<file path="config.mk">
export PLATFORM = sky130hd
export DESIGN_NAME = dbi_tx_sequencer
export DESIGN_NICKNAME = d
export VERILOG_FILES = /design/src/rtl/dbi_tx_sequencer.sv
export SDC_FILE = /design/constraint.sdc
export NUM_CORES = 1
export LEC_CHECK = 0
export CAP_MARGIN = 5
export CORE_UTILIZATION = 50
export CTS_CLUSTER_SIZE = 24
export DETAILED_ROUTE_END_ITERATION = 16
export PLACE_DENSITY = 0.69
export SYNTH_ARGS = -nofsm -noshare
export SYNTH_HDL_FRONTEND = slang
export SYNTH_SLANG_ARGS = --single-unit
</file>
<file path="constraint.sdc">
create_clock -name clk -period 18.2 [get_ports clk]
set_input_delay 3.64 -clock clk [delete_from_list [all_inputs] [get_ports clk]]
set_output_delay 3.64 -clock clk [all_outputs]
set_load 0.1 [all_outputs]
</file>
<file path="src/rtl/dbi_tx_sequencer.sv">
// DBI command/pixel transmit sequencer: optional hard reset and stall, access control,
// column/row window, display-on, then a MEM_WR burst of the window's pixel bytes.
module dbi_tx_sequencer #(
  parameter int DBI_IF_D_W    = 8,
  parameter int COORD_W       = 16,
  parameter int RST_STALL_CYC = 625000
) (
  input  logic                  clk,
  input  logic                  rst,
  input  logic                  start_i,
  input  logic                  init_mode_i,
  input  logic                  cont_i,
  input  logic                  stop_i,
  input  logic [DBI_IF_D_W-1:0] addr_col_i,
  input  logic [DBI_IF_D_W-1:0] addr_row_i,
  input  logic [DBI_IF_D_W-1:0] addr_acs_ctrl_i,
  input  logic [DBI_IF_D_W-1:0] addr_disp_on_i,
  input  logic [DBI_IF_D_W-1:0] addr_mem_wr_i,
  input  logic [DBI_IF_D_W-1:0] cmd_acs_ctrl_i,
  input  logic [COORD_W-1:0]    s_col_i,
  input  logic [COORD_W-1:0]    e_col_i,
  input  logic [COORD_W-1:0]    s_row_i,
  input  logic [COORD_W-1:0]    e_row_i,
  input  logic [1:0]            bpp_i,
  input  logic [DBI_IF_D_W-1:0] pxl_d_i,
  input  logic                  pxl_vld_i,
  output logic                  pxl_rdy_o,
  input  logic                  dtp_tx_rdy_i,
  output logic                  dtp_dbi_hrst_o,
  output logic                  dtp_tx_last_o,
  output logic                  dtp_tx_no_dat_o,
  output logic                  dtp_tx_vld_o,
  output logic [DBI_IF_D_W-1:0] dtp_tx_cmd_typ_o,
  output logic [DBI_IF_D_W-1:0] dtp_tx_cmd_dat_o,
  output logic                  busy_o,
  output logic                  frame_done_o,
  output logic                  cfg_err_o
);

  localparam int CNT_W   = 2*COORD_W+2;
  localparam int STALL_W = $clog2(RST_STALL_CYC+1);

  typedef enum logic [2:0] {
    S_IDLE, S_HRST, S_STALL, S_ACS, S_COL, S_ROW, S_DISP, S_MEMWR
  } state_t;

  state_t               state_q, state_d;
  logic [COORD_W-1:0]   s_col_q, s_col_d, e_col_q, e_col_d;
  logic [COORD_W-1:0]   s_row_q, s_row_d, e_row_q, e_row_d;
  logic [1:0]           bpp_q, bpp_d;
  logic                 cont_q, cont_d;
  logic                 init_q, init_d;
  logic                 stop_q, stop_d;
  logic [1:0]           beat_q, beat_d;
  logic [STALL_W-1:0]   stall_q, stall_d;
  logic [CNT_W-1:0]     cnt_q, cnt_d;
  logic [CNT_W-1:0]     n_q, n_d;
  logic                 cfg_err_q, cfg_err_d;

  logic                 cfg_ok;
  logic                 hs;
  logic                 mem_last;
  logic [COORD_W:0]     n_cols, n_rows;
  logic [CNT_W-1:0]     n_calc;
  logic [15:0]          win_s, win_e;
  logic [7:0]           win_byte;

  assign cfg_ok = (e_col_i >= s_col_i) && (e_row_i >= s_row_i) && (bpp_i != 2'd0);
  assign hs     = dtp_tx_vld_o & dtp_tx_rdy_i;

  // 3 * (2^COORD_W)^2 always fits in 2*COORD_W+2 bits, so no product can wrap
  assign n_cols = {1'b0, e_col_q} - {1'b0, s_col_q} + (COORD_W+1)'(1);
  assign n_rows = {1'b0, e_row_q} - {1'b0, s_row_q} + (COORD_W+1)'(1);
  assign n_calc = CNT_W'(n_cols) * CNT_W'(n_rows) * CNT_W'(bpp_q);

  assign mem_last = (cnt_q == n_q - CNT_W'(1));

  assign win_s = (state_q == S_ROW) ? 16'(s_row_q) : 16'(s_col_q);
  assign win_e = (state_q == S_ROW) ? 16'(e_row_q) : 16'(e_col_q);

  always_comb begin
    win_byte = 8'h00;
    case (beat_q)
      2'd0:    win_byte = win_s[15:8];
      2'd1:    win_byte = win_s[7:0];
      2'd2:    win_byte = win_e[15:8];
      default: win_byte = win_e[7:0];
    endcase
  end

  assign busy_o    = (state_q != S_IDLE);
  assign cfg_err_o = cfg_err_q;

  always_comb begin
    state_d   = state_q;
    s_col_d   = s_col_q;
    e_col_d   = e_col_q;
    s_row_d   = s_row_q;
    e_row_d   = e_row_q;
    bpp_d     = bpp_q;
    cont_d    = cont_q;
    init_d    = init_q;
    stop_d    = stop_q | (stop_i & (state_q != S_IDLE));
    beat_d    = beat_q;
    stall_d   = stall_q;
    cnt_d     = cnt_q;
    n_d       = n_q;
    cfg_err_d = 1'b0;

    pxl_rdy_o        = 1'b0;
    dtp_dbi_hrst_o   = 1'b0;
    dtp_tx_last_o    = 1'b0;
    dtp_tx_no_dat_o  = 1'b0;
    dtp_tx_vld_o     = 1'b0;
    dtp_tx_cmd_typ_o = '0;
    dtp_tx_cmd_dat_o = '0;
    frame_done_o     = 1'b0;

    case (state_q)
      S_IDLE: begin
        if (start_i) begin
          if (cfg_ok) begin
            s_col_d = s_col_i;
            e_col_d = e_col_i;
            s_row_d = s_row_i;
            e_row_d = e_row_i;
            bpp_d   = bpp_i;
            cont_d  = cont_i;
            init_d  = init_mode_i;
            beat_d  = 2'd0;
            state_d = init_mode_i ? S_HRST : S_COL;
          end else begin
            cfg_err_d = 1'b1;
          end
        end
      end
      S_HRST: begin
        dtp_tx_vld_o   = 1'b1;
        dtp_dbi_hrst_o = 1'b1;
        if (hs) begin
          stall_d = STALL_W'(RST_STALL_CYC-1);
          state_d = S_STALL;
        end
      end
      S_STALL: begin
        if (stall_q == '0) state_d = S_ACS;
        else               stall_d = stall_q - STALL_W'(1);
      end
      S_ACS: begin
        dtp_tx_vld_o     = 1'b1;
        dtp_tx_last_o    = 1'b1;
        dtp_tx_cmd_typ_o = addr_acs_ctrl_i;
        dtp_tx_cmd_dat_o = cmd_acs_ctrl_i;
        if (hs) begin
          beat_d  = 2'd0;
          state_d = S_COL;
        end
      end
      S_COL, S_ROW: begin
        dtp_tx_vld_o     = 1'b1;
        dtp_tx_last_o    = (beat_q == 2'd3);
        dtp_tx_cmd_typ_o = (state_q == S_ROW) ? addr_row_i : addr_col_i;
        dtp_tx_cmd_dat_o = DBI_IF_D_W'(win_byte);
        if (hs) begin
          beat_d = beat_q + 2'd1;
          if (beat_q == 2'd3) begin
            if (state_q == S_COL) begin
              state_d = S_ROW;
            end else if (init_q) begin
              state_d = S_DISP;
            end else begin
              n_d     = n_calc;
              cnt_d   = '0;
              state_d = S_MEMWR;
            end
          end
        end
      end
      S_DISP: begin
        dtp_tx_vld_o     = 1'b1;
        dtp_tx_last_o    = 1'b1;
        dtp_tx_no_dat_o  = 1'b1;
        dtp_tx_cmd_typ_o = addr_disp_on_i;
        if (hs) begin
          init_d  = 1'b0;
          n_d     = n_calc;
          cnt_d   = '0;
          state_d = S_MEMWR;
        end
      end
      S_MEMWR: begin
        dtp_tx_vld_o     = pxl_vld_i;
        pxl_rdy_o        = dtp_tx_rdy_i;
        dtp_tx_last_o    = mem_last;
        dtp_tx_cmd_typ_o = addr_mem_wr_i;
        dtp_tx_cmd_dat_o = pxl_d_i;
        if (hs) begin
          if (mem_last) begin
            frame_done_o = 1'b1;
            cnt_d        = '0;
            // a stop arriving on the final beat still counts as pending
            if (cont_q && start_i && !stop_q && !stop_i) begin
              if (cfg_ok) begin
                s_col_d = s_col_i;
                e_col_d = e_col_i;
                s_row_d = s_row_i;
                e_row_d = e_row_i;
                bpp_d   = bpp_i;
                beat_d  = 2'd0;
                state_d = S_COL;
              end else begin
                cfg_err_d = 1'b1;
                state_d   = S_IDLE;
              end
            end else begin
              state_d = S_IDLE;
            end
          end else begin
            cnt_d = cnt_q + CNT_W'(1);
          end
        end
      end
      default: state_d = S_IDLE;
    endcase

    if (state_d == S_IDLE) stop_d = 1'b0;
  end

  always_ff @(posedge clk) begin
    if (rst) begin
      state_q   <= S_IDLE;
      s_col_q   <= '0;
      e_col_q   <= '0;
      s_row_q   <= '0;
      e_row_q   <= '0;
      bpp_q     <= '0;
      cont_q    <= 1'b0;
      init_q    <= 1'b0;
      stop_q    <= 1'b0;
      beat_q    <= '0;
      stall_q   <= '0;
      cnt_q     <= '0;
      n_q       <= '0;
      cfg_err_q <= 1'b0;
    end else begin
      state_q   <= state_d;
      s_col_q   <= s_col_d;
      e_col_q   <= e_col_d;
      s_row_q   <= s_row_d;
      e_row_q   <= e_row_d;
      bpp_q     <= bpp_d;
      cont_q    <= cont_d;
      init_q    <= init_d;
      stop_q    <= stop_d;
      beat_q    <= beat_d;
      stall_q   <= stall_d;
      cnt_q     <= cnt_d;
      n_q       <= n_d;
      cfg_err_q <= cfg_err_d;
    end
  end

endmodule

</file>
==> results of run 1 <==
## cells in the final DEF, fill, tap and decap left out, drive strengths merged, types with 14 or more instances in the layout
| master | n |
|---|---|
| dfxtp | 163 |
| or3 | 14 |
| inv | 414 |
| a21o | 63 |
| clkdlybuf4s50 | 152 |
| nand2b | 18 |
| a31oi | 17 |
| a211oi | 16 |
| a21oi | 139 |
| xnor2 | 100 |
| nand2 | 298 |
| and3 | 29 |
| clkbuf | 19 |
| nor4 | 24 |
| xor2 | 74 |
| fa | 227 |
| a221oi | 17 |
| o21ai | 68 |
| nor2b | 25 |
| and2 | 160 |
| o21bai | 16 |
| mux2i | 77 |
| nand3 | 44 |
| nand4 | 19 |
| nor3 | 34 |
| nor2 | 210 |
| ha | 241 |
| buf | 31 |
## worst min path at each step
stage,from,end,slack [ns],cells after the start
after detailed placement,init_q$_SDFFE_PP0P_,init_q$_SDFFE_PP0P_,0.49,2
final,init_q$_SDFFE_PP0P_,init_q$_SDFFE_PP0P_,0.49,2
after global placement,s_row_q[0]$_SDFFE_PP0P_,s_row_q[0]$_SDFFE_PP0P_,0.47,2
after global routing,n_q[19]$_SDFFE_PP0P_,n_q[19]$_SDFFE_PP0P_,0.53,2
after CTS,init_q$_SDFFE_PP0P_,init_q$_SDFFE_PP0P_,0.50,2
after floorplan,n_q[19]$_SDFFE_PP0P_,n_q[19]$_SDFFE_PP0P_,0.45,2
## sequential cells by signal, summed over array words and instances, names as in the netlist
signal	cells
bpp_q	2
s_row_q	16
init_q	1
stop_q	1
state_q	3
cont_q	1
s_col_q	16
cfg_err_o	1
stall_q	20
cnt_q	34
beat_q	2
e_row_q	16
n_q	34
e_col_q	16
## routing by layer
layer  GRT usage (%)  vias to the layer above
met1           35.67                     9283
met5               0                        -
li1                -                     9259
met3           4.071                       99
met4           8.810                        0
met2           43.62                      537
## area by class of cell
type,count,area [µm²],area share [%]
well taps,592,740.7,2.920
flip-flops and latches,163,3263,12.86
inverters,406,1524,6.008
clock inverters,13,162.7,0.6412
repair buffers,183,1762,6.945
clock buffers,19,432.9,1.707
multi-input cells,2083,17480,68.92
## worst max-delay path: cells and delay by family, from the launching register on
| kind | cells | cell delay (ns) |
|---|---|---|
| adder cells (fa/ha/maj) | 11 | 4.70 |
| XOR/XNOR | 2 | 0.38 |
| flip-flops | 1 | 0.36 |
| buffers and inverters | 9 | 0.67 |
| AND/OR/NAND/NOR | 9 | 0.96 |
| AO/OA/AOI/OAI | 19 | 4.02 |
## cells by family after synthesis
family	Yosys count
buf+inv	513
xor+xnor	175
compound gates	433
fa+ha+maj	468
simple gates	920
mux	87
flops	163
## through the flow
stage          util (%)  cell area [µm²]  hold WS [ns]
6_report          57.11            25370        0.4946
5_1_grt           57.11            25370        0.5295
4_1_cts           57.08            25350        0.4968
3_5_place_dp      55.74            24760        0.4866
3_3_place_gp      55.74            24760        0.4727
2_1_floorplan         -            22620        0.4510
==> results.sh, run 1 <==
export IMPL_drt_iter0_markers=1213
export IMPL_synthXorXnorAreaFrac_pct=6.838
export IMPL_period_needed_ns=11.22
export IMPL_synth_simple_area_share_pct=19.77
export IMPL_slew_violations=0
export IMPL_clkTransAtPathRegs_ns=0.07
export IMPL_grt_pass1_wl_um=99370
export IMPL_htree_levels=4
export IMPL_hold_violations=0
export IMPL_synthArstFlopShare_pct=0
export IMPL_fin_crit_sh_pct=61.64
export IMPL_fin_skew_ns=0.01538
export IMPL_crit_slowest_cell="fa_1"
export IMPL_r2r_end="n_q[33]$_SDFFE_PP0P_"
export IMPL_postSynthAreaPerCell_um2=8.197
export IMPL_vias=19180
export IMPL_tightestPinTransition_ns=1.168
export IMPL_crit_path_max_fanout=14
export IMPL_holdBufCountCts=0
export IMPL_antenna_left=0
export IMPL_clockRootBuffer="clkbuf_16"
export IMPL_yosysTopAreaCellShare_pct=20.09
export IMPL_gp_congestion=0.9490
export IMPL_critPathCaptureType="register"
export IMPL_numCtsBuffers=17
export IMPL_synth_top_area_cell="fa_1"
export IMPL_cts_max_path_buffers=2
export IMPL_yosys_warnings=0
export IMPL_stdcell_count=3459
export IMPL_clock_latency_ns=0.46
export IMPL_io_pins=154
export IMPL_slowest_delay_ns=0.58
export IMPL_worstPathRequired_ns=18.55
export IMPL_row_count=77
export IMPL_synth_ff_type="dfxtp_1"
export IMPL_synth_most_common_cell="inv_1"
export IMPL_wl_met3_um=3432
export IMPL_placedCellCount=3426
export IMPL_synth_top_family_by_area="adder cells"
export IMPL_fp_dieArea_um2=46090
export IMPL_dp_hpwl_um=48530
export IMPL_synth_fp_nets=3357
export IMPL_cp_endpoint="n_q[33]$_SDFFE_PP0P_"
export IMPL_reg2reg_depth=50
export IMPL_syn_area_um2=22620
export IMPL_synth_seq_cells=163
export IMPL_synthAdderAreaFrac_pct=33.43
export IMPL_drt_total_wl_um=60340
export IMPL_post_cts_setup_buffer_count=0
export IMPL_finalSetupViolations=0
export IMPL_drtPass1Iterations=5
export IMPL_initial_core_util_pct=50.92
export IMPL_io_buffers=153
export IMPL_slew_headroom_pct=21.72
export IMPL_worstPathArrival_ns=11.57
export IMPL_worst_slack_ns=6.982
export IMPL_cp_start_kind="register"
export IMPL_worstSetupPathType="reg -> reg"
export IMPL_grt_max_degree=103
export IMPL_synth_compound_area_share_pct=12.52
export IMPL_drive_above_1_share_pct=3.662
export IMPL_max_freq_mhz=89.14
export IMPL_r2r_slack_ns=6.98
export IMPL_die_y_um=214.7
export IMPL_status="complete, no violations"
export IMPL_post_cts_resized=0
export IMPL_cts_tree="built"
export IMPL_synthTopCellsByCount="inv_1 (406), nand2_1 (298), ha_1 (241)"
export IMPL_pre_cts_slack_ns=7.088
export IMPL_yosysUniqueCellTypes=77
export IMPL_antenna_found_initial=0
export IMPL_r2r_start="e_col_q[1]$_SDFFE_PP0P_"
export IMPL_fin_setup_tns_ns=0
export IMPL_syn_to_final_growth_pct=12.16
export IMPL_fillCellCount=4058
export IMPL_routedWlPerCell_um=17.44
export IMPL_clock_sinks=163
export IMPL_hp_class="reg -> reg"
export IMPL_track_usage_pct=26.58
export IMPL_routed_top_layer="met4"
export IMPL_nets=3452
export IMPL_rsz0062_at_grt="no"
export IMPL_gr_total_overflow=0
export IMPL_synth_enable_flop_cells=0
export IMPL_drv_cap=0
export IMPL_antenna_cells=0
export IMPL_worstSetupStartpoint="e_col_q[1]$_SDFFE_PP0P_"
export IMPL_drc_errors=0
export IMPL_synthMuxAreaShare_pct=4.304
export IMPL_wl_met1_um=26930
export IMPL_vias_per_cell=5.544
export IMPL_wl_met2_um=28370
export IMPL_synthCells=2759
export IMPL_grt_pass1_vias=19490
export IMPL_coreArea_um2=44410
export IMPL_ys_seq_area_share_pct=14.43
export IMPL_crit_top_cell="inv_1"
export IMPL_synth_area_leaders="fa_1 (20%), dfxtp_1 (14%), ha_1 (13%), inv_1 (6.7%), nand2_1 (4.9%)"
export IMPL_die_x_um=214.7
Power of run 1 is left out: the tool's default activity adds up to more than one toggle a clock period on the data nets, which glitch-free logic cannot reach.
==> run 2, diff against run 1 <==
--- a/config.mk
+++ b/config.mk
@@ -9,7 +9,7 @@
 export CORE_UTILIZATION = 50
 export CTS_CLUSTER_SIZE = 24
 export DETAILED_ROUTE_END_ITERATION = 16
-export PLACE_DENSITY = 0.69
+export PLACE_DENSITY = 0.72
 export SYNTH_ARGS = -nofsm -noshare
 export SYNTH_HDL_FRONTEND = slang
 export SYNTH_SLANG_ARGS = --single-unit
==> constraint.sdc (replaced) <==
create_clock -name clk -period 9.4 [get_ports clk]
set_input_delay 1.88 -clock clk [delete_from_list [all_inputs] [get_ports clk]]
set_output_delay 1.88 -clock clk [all_outputs]
set_load 0.1 [all_outputs]
==> run 2 against run 1 <==
  * The flow now finishes with violations (setup timing)
  * First-iteration DRC count is 0.91% higher
  * Final area grew 9.2%
  * Worst hold slack lost 0.014 ns
  * Register-to-register slack lost 7.2 ns
  * Clock skew increased by 0.0013 ns
  * Sequential share of layout area fell by 1.1 points
  * Die area unchanged
  * Critical path depth is 2 lower
  * Highest routed layer unchanged
  * Final cell count grew 5.6%
  * Fmax is 17% higher
  * Critical path type unchanged
==> results.sh, run 2 (synthesized netlist as in run 1, its figures left out) <==
export IMPL_clock_sinks=163
export IMPL_vias=20260
export IMPL_finalSetupViolations=5
export IMPL_slew_violations=0
export IMPL_status="finished, violations left"
export IMPL_numCtsBuffers=17
export IMPL_syn_to_final_growth_pct=22.43
export IMPL_wl_met1_um=27140
export IMPL_fin_setup_tns_ns=-0.6043
export IMPL_clkTransAtPathRegs_ns=0.08
export IMPL_worstPathArrival_ns=9.97
export IMPL_drtPass1Iterations=7
export IMPL_crit_path_max_fanout=8
export IMPL_wl_met3_um=3383
export IMPL_tightestPinTransition_ns=1.335
export IMPL_drt_iter0_markers=1224
export IMPL_period_needed_ns=9.604
export IMPL_cts_max_path_buffers=2
export IMPL_antenna_left=0
export IMPL_holdBufCountCts=0
export IMPL_worstSetupPathType="reg -> reg"
export IMPL_slowest_delay_ns=0.55
export IMPL_rsz0062_at_grt="yes"
export IMPL_io_buffers=153
export IMPL_die_y_um=214.7
export IMPL_cp_start_kind="register"
export IMPL_vias_per_cell=5.549
export IMPL_routedWlPerCell_um=17.49
export IMPL_io_pins=154
export IMPL_drt_total_wl_um=63840
export IMPL_worstPathRequired_ns=9.76
export IMPL_wl_met2_um=31510
export IMPL_critPathCaptureType="register"
export IMPL_gr_total_overflow=0
export IMPL_drv_cap=0
export IMPL_grt_pass1_wl_um=103200
export IMPL_final_cell_mix="inv_1 (386), nand2_1 (290), fa_1 (218), ha_1 (216), buf_4 (204)"
export IMPL_clock_latency_ns=0.45
export IMPL_gp_congestion=0.8949
export IMPL_crit_slowest_cell="fa_1"
export IMPL_drc_errors=0
export IMPL_pre_cts_slack_ns=-0.5934
export IMPL_worst_slack_ns=-0.2043
export IMPL_fp_dieArea_um2=46090
export IMPL_slew_headroom_pct=10.67
export IMPL_fin_skew_ns=0.01668
export IMPL_dp_hpwl_um=51380
export IMPL_grt_max_degree=104
export IMPL_nets=3643
export IMPL_layout_commonest_cell="inv_1"
export IMPL_fin_crit_sh_pct=102.2
export IMPL_grt_pass1_vias=20620
export IMPL_routed_top_layer="met4"
export IMPL_hp_class="reg -> reg"
export IMPL_initial_core_util_pct=50.92
export IMPL_violations="setup timing"
export IMPL_clockRootBuffer="clkbuf_16"
export IMPL_row_count=77
export IMPL_die_x_um=214.7
export IMPL_cts_tree="built"
export IMPL_coreArea_um2=44410
export IMPL_track_usage_pct=27.56
export IMPL_top_regs="cnt_q: 34 flops, n_q: 34 flops, stall_q: 20 flops"
export IMPL_drive_above_1_share_pct=14.39
export IMPL_antenna_found_initial=0
export IMPL_max_freq_mhz=104.1
export IMPL_hold_violations=0
export IMPL_htree_levels=4
run 2: changes by cell type in the layout (fill, tap and decap cells not counted), moves of 12 or more:
| cell | change |
|---|---|
| buf_4 | +174 |
| ha_1 | -25 |
| ha_4 | +24 |
| inv_1 | -20 |
| inv_2 | +20 |
| a21oi_1 | -17 |
| a21oi_2 | +16 |
| o21ai_0 | -15 |
| and2_1 | -14 |
| and2_4 | +14 |
| buf_6 | +12 |
run 2: cell type report:
type                       count  area (µm²)
multi-input combinational   2083       18260
fill                        3721       16720
timing repair buffer         374        3293
sequential                   163        3268
inverter                     406        1524
tap                          592       740.7
clock buffer                  17       425.4
clock inverter                15       181.4
antenna                        1       2.502
run 2: critical path: cells and delay by family, from the launching register on:
kind            cells  cell delay, ns
compound gates     19            2.81
xor+xnor            3            0.58
fa+ha+maj          11            4.21
buf+inv             8            0.68
flops               1            0.35
simple gates        7            0.89
run 2: path summary, 6_finish.rpt:
kind | slack [ns] | cells after the start | end | startpoint
setup / recovery | -0.20 | 48 | n_q[33]$_SDFFE_PP0P_ | e_row_q[1]$_SDFFE_PP0P_
setup reg to reg | -0.20 | 48 | n_q[33]$_SDFFE_PP0P_ | e_row_q[1]$_SDFFE_PP0P_
hold / removal | 0.48 | 2 | init_q$_SDFFE_PP0P_ | init_q$_SDFFE_PP0P_
hold reg to reg | 0.48 | 2 | init_q$_SDFFE_PP0P_ | init_q$_SDFFE_PP0P_
run 2: timing repair:
action / CTS / global route
setup endpoints to repair: 11 / 17
hold endpoints to repair: 0 / 0
buffers inserted: 35 / 24
pin swaps: 112 / 85
gates resized for setup: 79 / 87
run 2: routing by layer:
| metal | vias to the layer above | track usage, % |
|---|---|---|
| met5 | - | 0 |
| met4 | 0 | 8.714 |
| met3 | 126 | 3.773 |
| met2 | 592 | 47.79 |
| met1 | 9891 | 35.31 |
| li1 | 9649 | - |
run 2: metrics by stage:
step	util [%]	hold slack, ns	std cells	area [µm²]
6_report	62.35	0.4807	3651	27690
5_1_grt	62.34	0.5171	3650	27690
4_1_cts	61.13	0.4826	3628	27150
3_5_place_dp	58.35	0.4720	3563	25920
3_3_place_gp	58.35	0.4686	3563	25920
2_1_floorplan	-	0.4510	2759	22820
Power of run 2 is left out for the same reason.
==> run 3, diff against run 2 <==
--- a/config.mk
+++ b/config.mk
@@ -5,7 +5,7 @@
 export SDC_FILE = /design/constraint.sdc
 export NUM_CORES = 1
 export LEC_CHECK = 0
-export CAP_MARGIN = 5
+export CAP_MARGIN = 20
 export CORE_UTILIZATION = 50
 export CTS_CLUSTER_SIZE = 24
 export DETAILED_ROUTE_END_ITERATION = 16
==> run 3 against run 2 <==
  * The flow still finishes with violations (setup timing)
  * Fmax is 0.42% higher
  * Global-route usage is 0.16 points lower
  * Via count down 0.15%
  * Die area is the same
  * Critical endpoint unchanged
==> results.sh, run 3 (synthesized netlist as in run 1, its figures left out) <==
export IMPL_gr_total_overflow=0
export IMPL_worstPathArrival_ns=9.93
export IMPL_crit_top_cell="a21o_1"
export IMPL_max_freq_mhz=104.6
export IMPL_hold_violations=0
export IMPL_grt_max_degree=104
export IMPL_fin_skew_ns=0.01526
export IMPL_grt_pass1_vias=20520
export IMPL_syn_to_final_growth_pct=21.24
export IMPL_tightestPinTransition_ns=1.127
export IMPL_holdBufCountCts=0
export IMPL_slew_headroom_pct=24.86
export IMPL_nets=3628
export IMPL_grt_pass1_wl_um=102300
export IMPL_htree_levels=4
export IMPL_worstSetupPathType="reg -> reg"
export IMPL_final_cell_mix="inv_1 (393), nand2_1 (295), fa_1 (221), ha_1 (219), nor2_1 (206)"
export IMPL_path_delay_family="adder cells"
export IMPL_fin_crit_sh_pct=101.7
export IMPL_r2r_start="e_row_q[1]$_SDFFE_PP0P_"
export IMPL_cp_start_kind="register"
export IMPL_clkTransAtPathRegs_ns=0.08
export IMPL_routedWlPerCell_um=17.45
export IMPL_drt_iter0_markers=1285
export IMPL_vias=20230
export IMPL_worstSetupStartpoint="e_row_q[1]$_SDFFE_PP0P_"
export IMPL_antenna_left=0
export IMPL_track_usage_pct=27.40
export IMPL_drtPass1Iterations=7
export IMPL_crit_slowest_cell="fa_2"
export IMPL_row_count=77
export IMPL_worstPathRequired_ns=9.77
export IMPL_drv_cap=0
export IMPL_dp_hpwl_um=51460
export IMPL_violations="setup timing"
export IMPL_vias_per_cell=5.563
export IMPL_place_area_um2=25930
export IMPL_die_x_um=214.7
export IMPL_path_depth=45
export IMPL_antenna_found_initial=0
export IMPL_clock_latency_ns=0.46
export IMPL_worst_hold_slack_ns=0.4882
export IMPL_r2r_end="n_q[33]$_SDFFE_PP0P_"
export IMPL_worst_slack_ns=-0.1638
export IMPL_drc_errors=0
export IMPL_drive_above_1_share_pct=12.98
export IMPL_slowest_delay_ns=0.56
export IMPL_hp_class="reg -> reg"
export IMPL_io_pins=154
export IMPL_coreArea_um2=44410
export IMPL_numCtsBuffers=17
export IMPL_top_regs="cnt_q: 34 flops, n_q: 34 flops, stall_q: 20 flops"
export IMPL_die_y_um=214.7
export IMPL_stdcell_area_um2=27420
export IMPL_finalSetupViolations=6
export IMPL_rsz0062_at_grt="yes"
export IMPL_clockRootBuffer="clkbuf_16"
export IMPL_r2r_slack_ns=-0.16
export IMPL_cts_max_path_buffers=2
export IMPL_initial_core_util_pct=50.92
export IMPL_critPathCaptureType="register"
export IMPL_reg2reg_depth=45
export IMPL_layout_commonest_cell="inv_1"
export IMPL_fp_dieArea_um2=46090
export IMPL_crit_path_max_fanout=3
export IMPL_drt_total_wl_um=63450
export IMPL_path_buf_inv=6
export IMPL_clock_sinks=163
export IMPL_status="finished, violations left"
export IMPL_slew_violations=0
export IMPL_gp_congestion=0.8949
export IMPL_period_needed_ns=9.564
export IMPL_io_buffers=153
export IMPL_cts_tree="built"
export IMPL_cp_endpoint="n_q[33]$_SDFFE_PP0P_"
## run 3: area by class of cell
cell class / instances / area [µm²]
fillers: 3805 / 16990
diodes: 1 / 2.502
flip-flops and latches: 163 / 3267
inverters: 406 / 1524
multi-input cells: 2083 / 18110
repair buffers: 359 / 3157
clock inverters: 15 / 196.4
well taps: 592 / 740.7
clock buffers: 17 / 425.4
## run 3: how the worst min path moves through the flow
stage / startpoint / end / slack (ns) / depth (start not counted)
2_1_floorplan: n_q[19]$_SDFFE_PP0P_ / n_q[19]$_SDFFE_PP0P_ / 0.45 / 2
3_3_place_gp: init_q$_SDFFE_PP0P_ / init_q$_SDFFE_PP0P_ / 0.47 / 2
3_5_place_dp: init_q$_SDFFE_PP0P_ / init_q$_SDFFE_PP0P_ / 0.47 / 2
4_1_cts: init_q$_SDFFE_PP0P_ / init_q$_SDFFE_PP0P_ / 0.48 / 2
5_1_grt: init_q$_SDFFE_PP0P_ / init_q$_SDFFE_PP0P_ / 0.52 / 2
6_report: init_q$_SDFFE_PP0P_ / init_q$_SDFFE_PP0P_ / 0.49 / 2
## run 3: routing by layer
layer  GRT usage [%]  wire, µm
met2           47.56     31280
met3           3.376      3270
met1           34.95     27020
met5               0         0
met4           9.595      1871
## run 3: worst min-delay path, stage by stage (launching register included)
cell and delay [ns]:
dfxtp_1 0.32, nand3_1 0.07, a21oi_1 0.06
## run 3: timing repair
item | 4_1_cts | 5_1_grt
pin swaps | 73 | 86
gates resized for setup | 65 | 57
gates cloned | 0 | 1
setup endpoints to repair | 11 | 17
setup buffers | 23 | 16
## run 3: per-stage QoR
| stage | cells | setup WS, ns | util (%) | TNS (ns) |
|---|---|---|---|---|
| after floorplan | 2759 | 0.002045 | - | 0 |
| after global placement | 3563 | -0.2398 | 58.35 | -1.252 |
| after detailed placement | 3564 | -0.5488 | 58.39 | -3.441 |
| after CTS | 3619 | -0.2264 | 60.88 | -0.4563 |
| after global routing | 3635 | -0.6795 | 61.73 | -5.867 |
| final | 3636 | -0.1638 | 61.74 | -0.4704 |
Power of run 3 is left out for the same reason.
